**src/rtl/pipe_pkg.sv**
```systemverilog
// Shared pipeline definitions used by the decode unit, EX and the hazard sequencer.
package pipe_pkg;

  localparam int REG_ADDR_W = 5;

  localparam logic [1:0] ALUOP_MEM   = 2'b00;
  localparam logic [1:0] ALUOP_BEQ   = 2'b01;
  localparam logic [1:0] ALUOP_RTYPE = 2'b10;

  localparam logic [5:0] FUNCT_ADD = 6'b000000;
  localparam logic [5:0] FUNCT_SUB = 6'b000001;
  localparam logic [5:0] FUNCT_MUL = 6'b000010;

  typedef enum logic {
    ST_RUN      = 1'b0,
    ST_MUL_BUSY = 1'b1
  } state_e;

endpackage

```
**src/rtl/sat_counter.sv**
```systemverilog
// Free-running up-counter that sticks at its all-ones value instead of wrapping.
module sat_counter #(
  parameter int CNT_W = 16
) (
  input  logic             clk,
  input  logic             rst_n,
  input  logic             en_i,
  output logic [CNT_W-1:0] cnt_o
);

  localparam logic [CNT_W-1:0] CNT_MAX = {CNT_W{1'b1}};
  localparam logic [CNT_W-1:0] CNT_ONE = {{(CNT_W-1){1'b0}}, 1'b1};

  logic [CNT_W-1:0] cnt_q;

  // count enabled cycles until the ceiling is reached
  always_ff @(posedge clk or negedge rst_n) begin
    if (!rst_n) begin
      cnt_q <= {CNT_W{1'b0}};
    end else if (en_i && (cnt_q != CNT_MAX)) begin
      cnt_q <= cnt_q + CNT_ONE;
    end else begin
      cnt_q <= cnt_q;
    end
  end

  assign cnt_o = cnt_q;

endmodule

```
**src/rtl/ex_hazard_ctrl.sv**
```systemverilog
// EX-stage sequencer: load-use stall, multi-cycle MUL freeze, taken-branch squash
// and a saturating count of PC-stall cycles.
module ex_hazard_ctrl
  import pipe_pkg::*;
#(
  parameter int MUL_LAT = 3,
  parameter int CNT_W   = 16
) (
  input  logic                  clk,
  input  logic                  reset,
  input  logic                  id_valid,
  input  logic [REG_ADDR_W-1:0] id_rs,
  input  logic [REG_ADDR_W-1:0] id_rt,
  input  logic [REG_ADDR_W-1:0] id_rd,
  input  logic                  id_uses_rt,
  input  logic                  id_reg_write,
  input  logic                  id_mem_read,
  input  logic [1:0]            id_ALUOp,
  input  logic [5:0]            id_funct,
  input  logic                  ex_branch_taken,
  output logic                  stall_flag,
  output logic                  pc_stall,
  output logic                  bubble,
  output logic                  flush,
  output logic [CNT_W-1:0]      stall_cnt
);

  localparam int              MC_W      = $clog2(MUL_LAT) + 1;
  localparam logic [MC_W-1:0] MC_LOAD   = MC_W'(MUL_LAT - 1);
  localparam logic [MC_W-1:0] MC_ONE    = MC_W'(1);
  localparam bit              MUL_MULTI = (MUL_LAT > 1);

  state_e                  state_q, state_d;
  logic [MC_W-1:0]         mul_cnt_q, mul_cnt_d;
  logic                    ex_valid_q, ex_valid_d;
  logic [REG_ADDR_W-1:0]   ex_rd_q, ex_rd_d;
  logic                    ex_load_q, ex_load_d;
  logic                    is_mul;
  logic                    hazard_lu;

  assign is_mul = id_valid && (id_ALUOp == ALUOP_RTYPE) && (id_funct == FUNCT_MUL);

  // r0 is hard-wired zero, so a load into it can never feed a consumer
  assign hazard_lu = ex_valid_q && ex_load_q && (ex_rd_q != {REG_ADDR_W{1'b0}}) && id_valid &&
                     ((ex_rd_q == id_rs) || (id_uses_rt && (ex_rd_q == id_rt)));

  // next-state and pipeline control, branch beats load-use beats MUL issue
  always_comb begin
    state_d    = state_q;
    mul_cnt_d  = mul_cnt_q;
    ex_valid_d = ex_valid_q;
    ex_rd_d    = ex_rd_q;
    ex_load_d  = ex_load_q;
    stall_flag = 1'b0;
    pc_stall   = 1'b0;
    bubble     = 1'b0;
    flush      = 1'b0;
    case (state_q)
      ST_RUN: begin
        if (ex_branch_taken) begin
          flush      = 1'b1;
          bubble     = 1'b1;
          ex_valid_d = 1'b0;
        end else if (hazard_lu) begin
          pc_stall   = 1'b1;
          bubble     = 1'b1;
          ex_valid_d = 1'b0;
        end else begin
          ex_valid_d = id_valid;
          ex_rd_d    = id_rd;
          ex_load_d  = id_mem_read && id_reg_write;
          if (is_mul && MUL_MULTI) begin
            state_d   = ST_MUL_BUSY;
            mul_cnt_d = MC_LOAD;
          end else begin
            state_d   = ST_RUN;
          end
        end
      end
      ST_MUL_BUSY: begin
        // EX is frozen, so it cannot resolve a branch here
        stall_flag = 1'b1;
        pc_stall   = 1'b1;
        mul_cnt_d  = mul_cnt_q - MC_ONE;
        if (mul_cnt_q == MC_ONE) begin
          state_d = ST_RUN;
        end else begin
          state_d = ST_MUL_BUSY;
        end
      end
      default: begin
        state_d   = ST_RUN;
        mul_cnt_d = {MC_W{1'b0}};
      end
    endcase
  end

  // state and EX shadow registers
  always_ff @(posedge clk or negedge reset) begin
    if (!reset) begin
      state_q    <= ST_RUN;
      mul_cnt_q  <= {MC_W{1'b0}};
      ex_valid_q <= 1'b0;
      ex_rd_q    <= {REG_ADDR_W{1'b0}};
      ex_load_q  <= 1'b0;
    end else begin
      state_q    <= state_d;
      mul_cnt_q  <= mul_cnt_d;
      ex_valid_q <= ex_valid_d;
      ex_rd_q    <= ex_rd_d;
      ex_load_q  <= ex_load_d;
    end
  end

  sat_counter #(
    .CNT_W (CNT_W)
  ) u_stall_cnt (
    .clk   (clk),
    .rst_n (reset),
    .en_i  (pc_stall),
    .cnt_o (stall_cnt)
  );

endmodule
```
**config.mk**
```make
export PLATFORM = sky130hd
export DESIGN_NAME = ex_hazard_ctrl
export DESIGN_NICKNAME = d
export VERILOG_FILES = /design/src/rtl/pipe_pkg.sv /design/src/rtl/sat_counter.sv /design/src/rtl/ex_hazard_ctrl.sv
export SDC_FILE = /design/constraint.sdc
export NUM_CORES = 1
export LEC_CHECK = 0
export CAP_MARGIN = 20
export CELL_PAD_IN_SITES_DETAIL_PLACEMENT = 1
export CELL_PAD_IN_SITES_GLOBAL_PLACEMENT = 1
export CORE_AREA = 2 2 85 54
export DETAILED_ROUTE_END_ITERATION = 7
export DIE_AREA = 0 0 87 56
export HOLD_SLACK_MARGIN = 0.05
export PLACE_DENSITY_LB_ADDON = 0.1
export SYNTH_ARGS = -nofsm -noshare
export SYNTH_HDL_FRONTEND = slang
export SYNTH_SLANG_ARGS = --single-unit
export TNS_END_PERCENT = 10
```
**constraint.sdc**
```tcl
create_clock -name clk -period 4.5 [get_ports clk]
set_clock_uncertainty 0.2 [all_clocks]
set_input_delay 0.675 -clock clk [delete_from_list [all_inputs] [get_ports clk]]
set_output_delay 0.675 -clock clk [all_outputs]
set_load 0.005 [all_outputs]
```
==> flow_metrics.py, run 1 <==
metrics = {
    "run_status": {
        "outcome": "finished clean",
    },
    "power": {
        "leakage_nw": 0.843,
        "power.internal_w": 0.000477,
        "p_comb_share_pct": 30.1,
        "p_switching_w": 0.000203,
        "peakVddDrop_mv": 0.263,
        "swShare_pct": 29.9,
        "seqPwrFrac_pct": 49.2,
        "pwr-share-clk_pct": 20.7,
        "power_w": 0.000681,
        "p_per_area_nw_per_um2": 332,
    },
    "synth": {
        "synth_area_um2": 1460,
        "ys_types": 38,
        "yosys_register_bits": 27,
        "ys_seq_area_share_pct": 46.2,
        "syn-num-nets": 169,
        "synthCells": 136,
        "yosys_warnings": 0,
        "avgSynthCellArea_um2": 10.7,
    },
    "clock_network": {
        "root_buffer": "clkbuf_8",
        "cts_setup_buffers": 0,
        "cts_tree": "built",
        "cts_sinks": 27,
        "cts_hold_buf": 0,
        "cts_max_level": 1,
        "clk_pin_slew_worst_paths_ps": 90,
        "cts-resized-gates": 0,
        "cts-buffers-inserted": 3,
        "cts_buffer_depth": 2,
        "worstSkewPairLatency_ps": 280,
    },
    "floorplanning": {
        "initial_core_util_pct": 36.3,
        "die_h_um": 56,
        "core_um2": 4030,
        "num_rows": 18,
        "pin_count": 50,
        "die_area_um2": 4870,
        "fp.dieW_um": 87,
    },
    "global_routing": {
        "antenna_found_initial": 0,
        "grt.overflow.total": 0,
        "grtUsageMet1_pct": 24.4,
        "grt_max_degree": 28,
        "gr-usage-met2_pct": 23.4,
        "grt_pass1_vias": 1233,
        "grt_usage_pct": 16.1,
        "met3_usage_pct": 4.01,
        "grt_pass1_wl_um": 6180,
        "top_usage_layer": "met1",
    },
    "route": {
        "drc_errors": 0,
        "avgViaCountPerCell": 4.93,
        "wl_per_cell_um": 15.2,
        "drtPass1Iterations": 4,
        "wl_um": 3620,
        "vias": 1174,
        "postRouteAntennaNets": 0,
        "drt_iter0_markers": 33,
    },
    "cells_and_area": {
        "syn_to_final_growth_pct": 40.4,
        "final_common_cell": "clkdlybuf4s50_1",
        "diodes": 0,
        "fillers": 442,
        "finalNetCount": 222,
        "drive_above_1_share_pct": 10.6,
        "final_util_pct": 50.9,
        "layout_common_cells": "clkdlybuf4s50_1, dfrtp_1, xnor2_1, nand2_1, mux2_2",
    },
    "timing": {
        "final.period_utilization_pct": 77.8,
        "rsz0062_at_grt": "false",
        "drv_slew": 0,
        "hold_viol_final": 0,
        "relSlewSlack_pct": 69.8,
        "setup_tns_ps": 0,
        "fmax_ghz": 0.286,
        "period_needed_ps": 3500,
        "worst_pin_slew_ps": 452,
        "finalSetupViolations": 0,
        "whs_ps": 323,
    },
    "setup_path": {
        "path_class": "input pin to output port",
        "cpMaxStageDelayCell": "clkdlybuf4s50_1",
        "critical_path_buf_inv_count": 2,
        "arrival_ps": 2630,
        "critPathTopFamily": "buffers and inverters",
        "end_kind": "output port",
        "startpoint_type": "input pin",
        "slowest_delay_ps": 510,
        "required_ps": 3620,
        "r2r_slack_ps": 2250,
        "cp_max_fo": 3,
        "path_cells": "clkdlybuf4s50_1, xnor2_1, nand3_1, o22ai_1, and2_4, nor2_1, nor2_1, clkdlybuf4s50_1",
    },
    "job": {
        "drv_cap": 0,
    },
    "placement": {
        "dp_hpwl_um": 2860,
        "place.gp.congestion": 0.772,
        "io_buffers": 49,
    },
    "min_path": {
        "hold_path.class": "flop to flop",
    },
}
cell usage after synthesis:
master      n  area [um^2]
a21oi_2     1         8.76
a21bo_1     1         10.0
nand2_1    13         48.8
mux2_2      9          101
and3_1      2         12.5
mux2i_1     1         10.0
and4_1      1         8.76
a211oi_2    1         12.5
xnor2_1    18          158
mux2_4      1         15.0
ha_1        3         37.5
nor3b_1     1         7.51
nand3_1     8         40.0
nor3_1      4         20.0
or2_4       1         8.76
o21a_1      1         7.51
nor2_1      6         22.5
nand4_1     5         31.3
nor4_2      1         12.5
clkbuf_1    1         3.75
a22o_1      2         17.5
nor3_4      1         16.3
a21oi_1     1         5.00
a31oi_1     1         6.26
nor2b_1     1         6.26
and2_1      2         12.5
a22oi_1     1         7.51
o22ai_1     1         6.26
inv_1       7         26.3
and2_4      1         8.76
o2111ai_1   1         8.76
o21ai_0     1         5.00
o31a_1      1         8.76
nand2b_1    2         12.5
xor2_1      5         43.8
buf_6       1         11.3
nor4_1      1         6.26
dfrtp_1    27          676
logic make-up (layout without fill, tap and decap cells):
| family | Yosys count | after routing | synth area share (%) |
|---|---|---|---|
| AOI/OAI and AO/OA | 13 | 13 | 7.11 |
| xor gates and xnor gates | 23 | 23 | 13.8 |
| adders and majority gates | 3 | 3 | 2.57 |
| buffers and inverters | 9 | 61 | 2.83 |
| DFF | 27 | 27 | 46.2 |
| muxes | 11 | 11 | 8.65 |
| and+or+nand+nor | 50 | 50 | 18.8 |
layer usage:
layer  up-vias  part of all wire [%]
met1       569                    52
met4         0                  0.39
met5         -                     0
li1        576                     -
met2        27                    44
met3         2                   3.8
final cells by class:
type / instances / area, um^2 / area share, %
sequential: 27 / 676 / 32.9
inverter: 7 / 26.3 / 1.28
clock buffer: 4 / 45.0 / 2.20
timing repair buffer: 50 / 498 / 24.3
tap: 50 / 62.6 / 3.05
multi-input combinational: 100 / 744 / 36.3
stage by stage:
| stage | std cells | instance area, um^2 | setup slack (ps) |
|---|---|---|---|
| finish | 238 | 2050 | 999 |
| global route | 238 | 2050 | 827 |
| CTS | 238 | 2050 | 967 |
| detailed placement | 234 | 2010 | 982 |
| global placement | 234 | 2010 | 1110 |
| floorplan | 136 | 1460 | 2150 |
power groups by stage:
stage / Clock, W / Sequential [W] / Combinational (W)
6_report: 0.000141 / 0.000335 / 0.000205
5_1_grt: 0.000157 / 0.000343 / 0.000227
4_1_cts: 0.000145 / 0.000336 / 0.000209
3_5_place_dp: 0 / 0.000340 / 0.000208
3_3_place_gp: 0 / 0.000336 / 0.000198
2_1_floorplan: 0 / 0.000330 / 0.000107
state kept, by name, indices dropped and copies added (netlist names):
register	cells
ex_load_q	1
u_stall_cnt.cnt_o	16
mul_cnt_q	3
state_q	1
ex_valid_q	1
ex_rd_q	5
worst paths after layout:
kind	from	end	depth (start not counted)
max in group asynchronous	reset	u_stall_cnt.cnt_o[4]	2
worst min register to register	u_stall_cnt.cnt_o[5]	u_stall_cnt.cnt_o[5]	1
min in group asynchronous	reset	u_stall_cnt.cnt_o[3]	2
worst max-delay path	id_rs[1]	bubble	8
worst max register to register	u_stall_cnt.cnt_o[0]	u_stall_cnt.cnt_o[1]	6
worst min-delay path	u_stall_cnt.cnt_o[5]	u_stall_cnt.cnt_o[5]	1
(Power assumes the default switching activity.)
==> run 2, diff against run 1 <==
- CORE_AREA: 2 2 85 54 -> 2 2 88 56
- DIE_AREA: 0 0 87 56 -> 0 0 90 58
- clock period: 4.5 -> 3.4 ns (I/O delays scaled with it)
==> run 2 against run 1 <==
Effect of this change:
- non-clock buffer count stayed put
- worst setup slack worse by 720 ps
- wire length is 1.8% lower
- sequential share of layout area is 0.32 points lower
- sequential power is 33% higher
- global-route usage is 1.7 points lower
- cell count is 5.5% higher
- clock power is 32% higher
- via count is 1.2% lower
- worst hold slack worse by 7.6 ps
- first-iteration DRC count is 36% lower
- critical endpoint unchanged
- largest power group unchanged
==> flow_metrics.py, run 2 (synthesis gave the netlist of run 1 again) <==
metrics = {
    "timing": {
        "final.period_utilization_pct": 91.7,
        "hold_viol_final": 0,
        "setup_tns_ps": 0,
        "drv_slew": 0,
        "fmax_ghz": 0.321,
        "worst_pin_slew_ps": 440,
        "finalSetupViolations": 0,
        "period_needed_ps": 3120,
        "rsz0062_at_grt": "false",
        "whs_ps": 316,
        "relSlewSlack_pct": 70.6,
    },
    "floorplanning": {
        "core_um2": 4420,
        "fp.dieW_um": 90,
        "num_rows": 19,
        "die_area_um2": 5220,
        "pin_count": 50,
        "die_h_um": 58,
        "initial_core_util_pct": 33.1,
    },
    "run_status": {
        "outcome": "finished clean",
    },
    "global_routing": {
        "grt_pass1_wl_um": 5870,
        "antenna_found_initial": 0,
        "grt_max_degree": 28,
        "grt_pass1_vias": 1213,
        "grt_usage_pct": 14.4,
        "grt.overflow.total": 0,
    },
    "route": {
        "drc_errors": 0,
        "wl_um": 3560,
        "avgViaCountPerCell": 4.62,
        "wl_per_cell_um": 14.2,
        "postRouteAntennaNets": 0,
        "drt_iter0_markers": 21,
        "vias": 1160,
        "drtPass1Iterations": 4,
    },
    "placement": {
        "place.gp.congestion": 0.759,
        "dp_hpwl_um": 2850,
        "io_buffers": 49,
    },
    "clock_network": {
        "clk_pin_slew_worst_paths_ps": 100,
        "cts_setup_buffers": 0,
        "worstSkewPairLatency_ps": 280,
        "cts_hold_buf": 0,
        "cts_buffer_depth": 2,
        "cts_max_level": 1,
        "root_buffer": "clkbuf_8",
        "cts-resized-gates": 0,
        "cts-buffers-inserted": 3,
        "cts_tree": "built",
        "cts_sinks": 27,
    },
    "setup_path": {
        "end_kind": "output port",
        "cp_max_fo": 3,
        "required_ps": 2690,
        "startpoint_type": "input pin",
        "path_class": "input pin to output port",
        "arrival_ps": 2410,
    },
    "cells_and_area": {
        "fillers": 504,
        "largest_reg_flops": 16,
        "syn_to_final_growth_pct": 41.8,
        "diodes": 0,
        "layout_common_cells": "clkdlybuf4s50_1, dfrtp_1, xnor2_1, nand2_1, mux2_2",
        "final_common_cell": "clkdlybuf4s50_1",
        "drive_above_1_share_pct": 11.2,
        "final_util_pct": 46.9,
        "finalNetCount": 222,
    },
    "job": {
        "drv_cap": 0,
    },
    "power": {
        "p_per_area_nw_per_um2": 436,
        "peakVddDrop_mv": 0.266,
        "leakage_nw": 0.842,
    },
    "min_path": {
        "hold_path.class": "flop to flop",
    },
}
## run 2: changes by cell type in the layout (fill, tap and decap cells not counted)
| cell | delta |
|---|---|
| clkbuf_1 | -1 |
| clkinvlp_4 | +1 |
## run 2: path summary, 6_finish.rpt
kind                                      start                   end  slack [ps]  cells after the start
hold reg to reg            u_stall_cnt.cnt_o[9]  u_stall_cnt.cnt_o[9]         320                      1
setup / recovery                       id_rs[1]                bubble         280                      8
max in group asynchronous                 reset            ex_rd_q[0]        2340                      2
setup reg to reg           u_stall_cnt.cnt_o[0]  u_stall_cnt.cnt_o[1]        1170                      6
hold / removal             u_stall_cnt.cnt_o[9]  u_stall_cnt.cnt_o[9]         320                      1
min in group asynchronous                 reset  u_stall_cnt.cnt_o[5]         390                      2
## run 2: per-stage QoR
stage	instance area [um^2]	power [W]	setup WS, ps	cells
2_1_floorplan	1460	0.000578	1380	136
5_1_grt	2070	0.000970	79.6	251
3_5_place_dp	2020	0.000727	274	247
3_3_place_gp	2020	0.000709	260	247
4_1_cts	2070	0.000924	259	251
6_report	2070	0.000902	281	251
## run 2: area by class of cell
type | count | area [um^2] | share of cell area (%)
clock inverter | 1 | 7.51 | 0.362
clock buffer | 3 | 41.3 | 1.99
tap | 63 | 78.8 | 3.80
timing repair buffer | 50 | 498 | 24.0
multi-input combinational | 100 | 744 | 35.9
inverter | 7 | 26.3 | 1.27
sequential | 27 | 676 | 32.6
## run 2: critical path: stages
cell,delay [ps]
clkdlybuf4s50_1,490
xnor2_1,130
nand3_1,100
o22ai_1,310
and2_4,240
nor2_1,40
nor2_1,90
clkdlybuf4s50_1,510
## run 2: per-layer routing
metal	global-route usage, %	routed length [um]	vias up
met1	19.2	1710	558
li1	-	-	576
met4	4.40	31	0
met5	0	0	-
met2	23.0	1670	22
met3	4.55	151	4
## run 2: power breakdown
group          total (W)  leakage [nW]  internal [W]  switching, W
Sequential      0.000446         0.346      0.000377     0.0000687
Combinational   0.000271         0.475      0.000172     0.0000985
Clock           0.000186        0.0217     0.0000833      0.000103
Total           0.000902         0.842      0.000632      0.000270
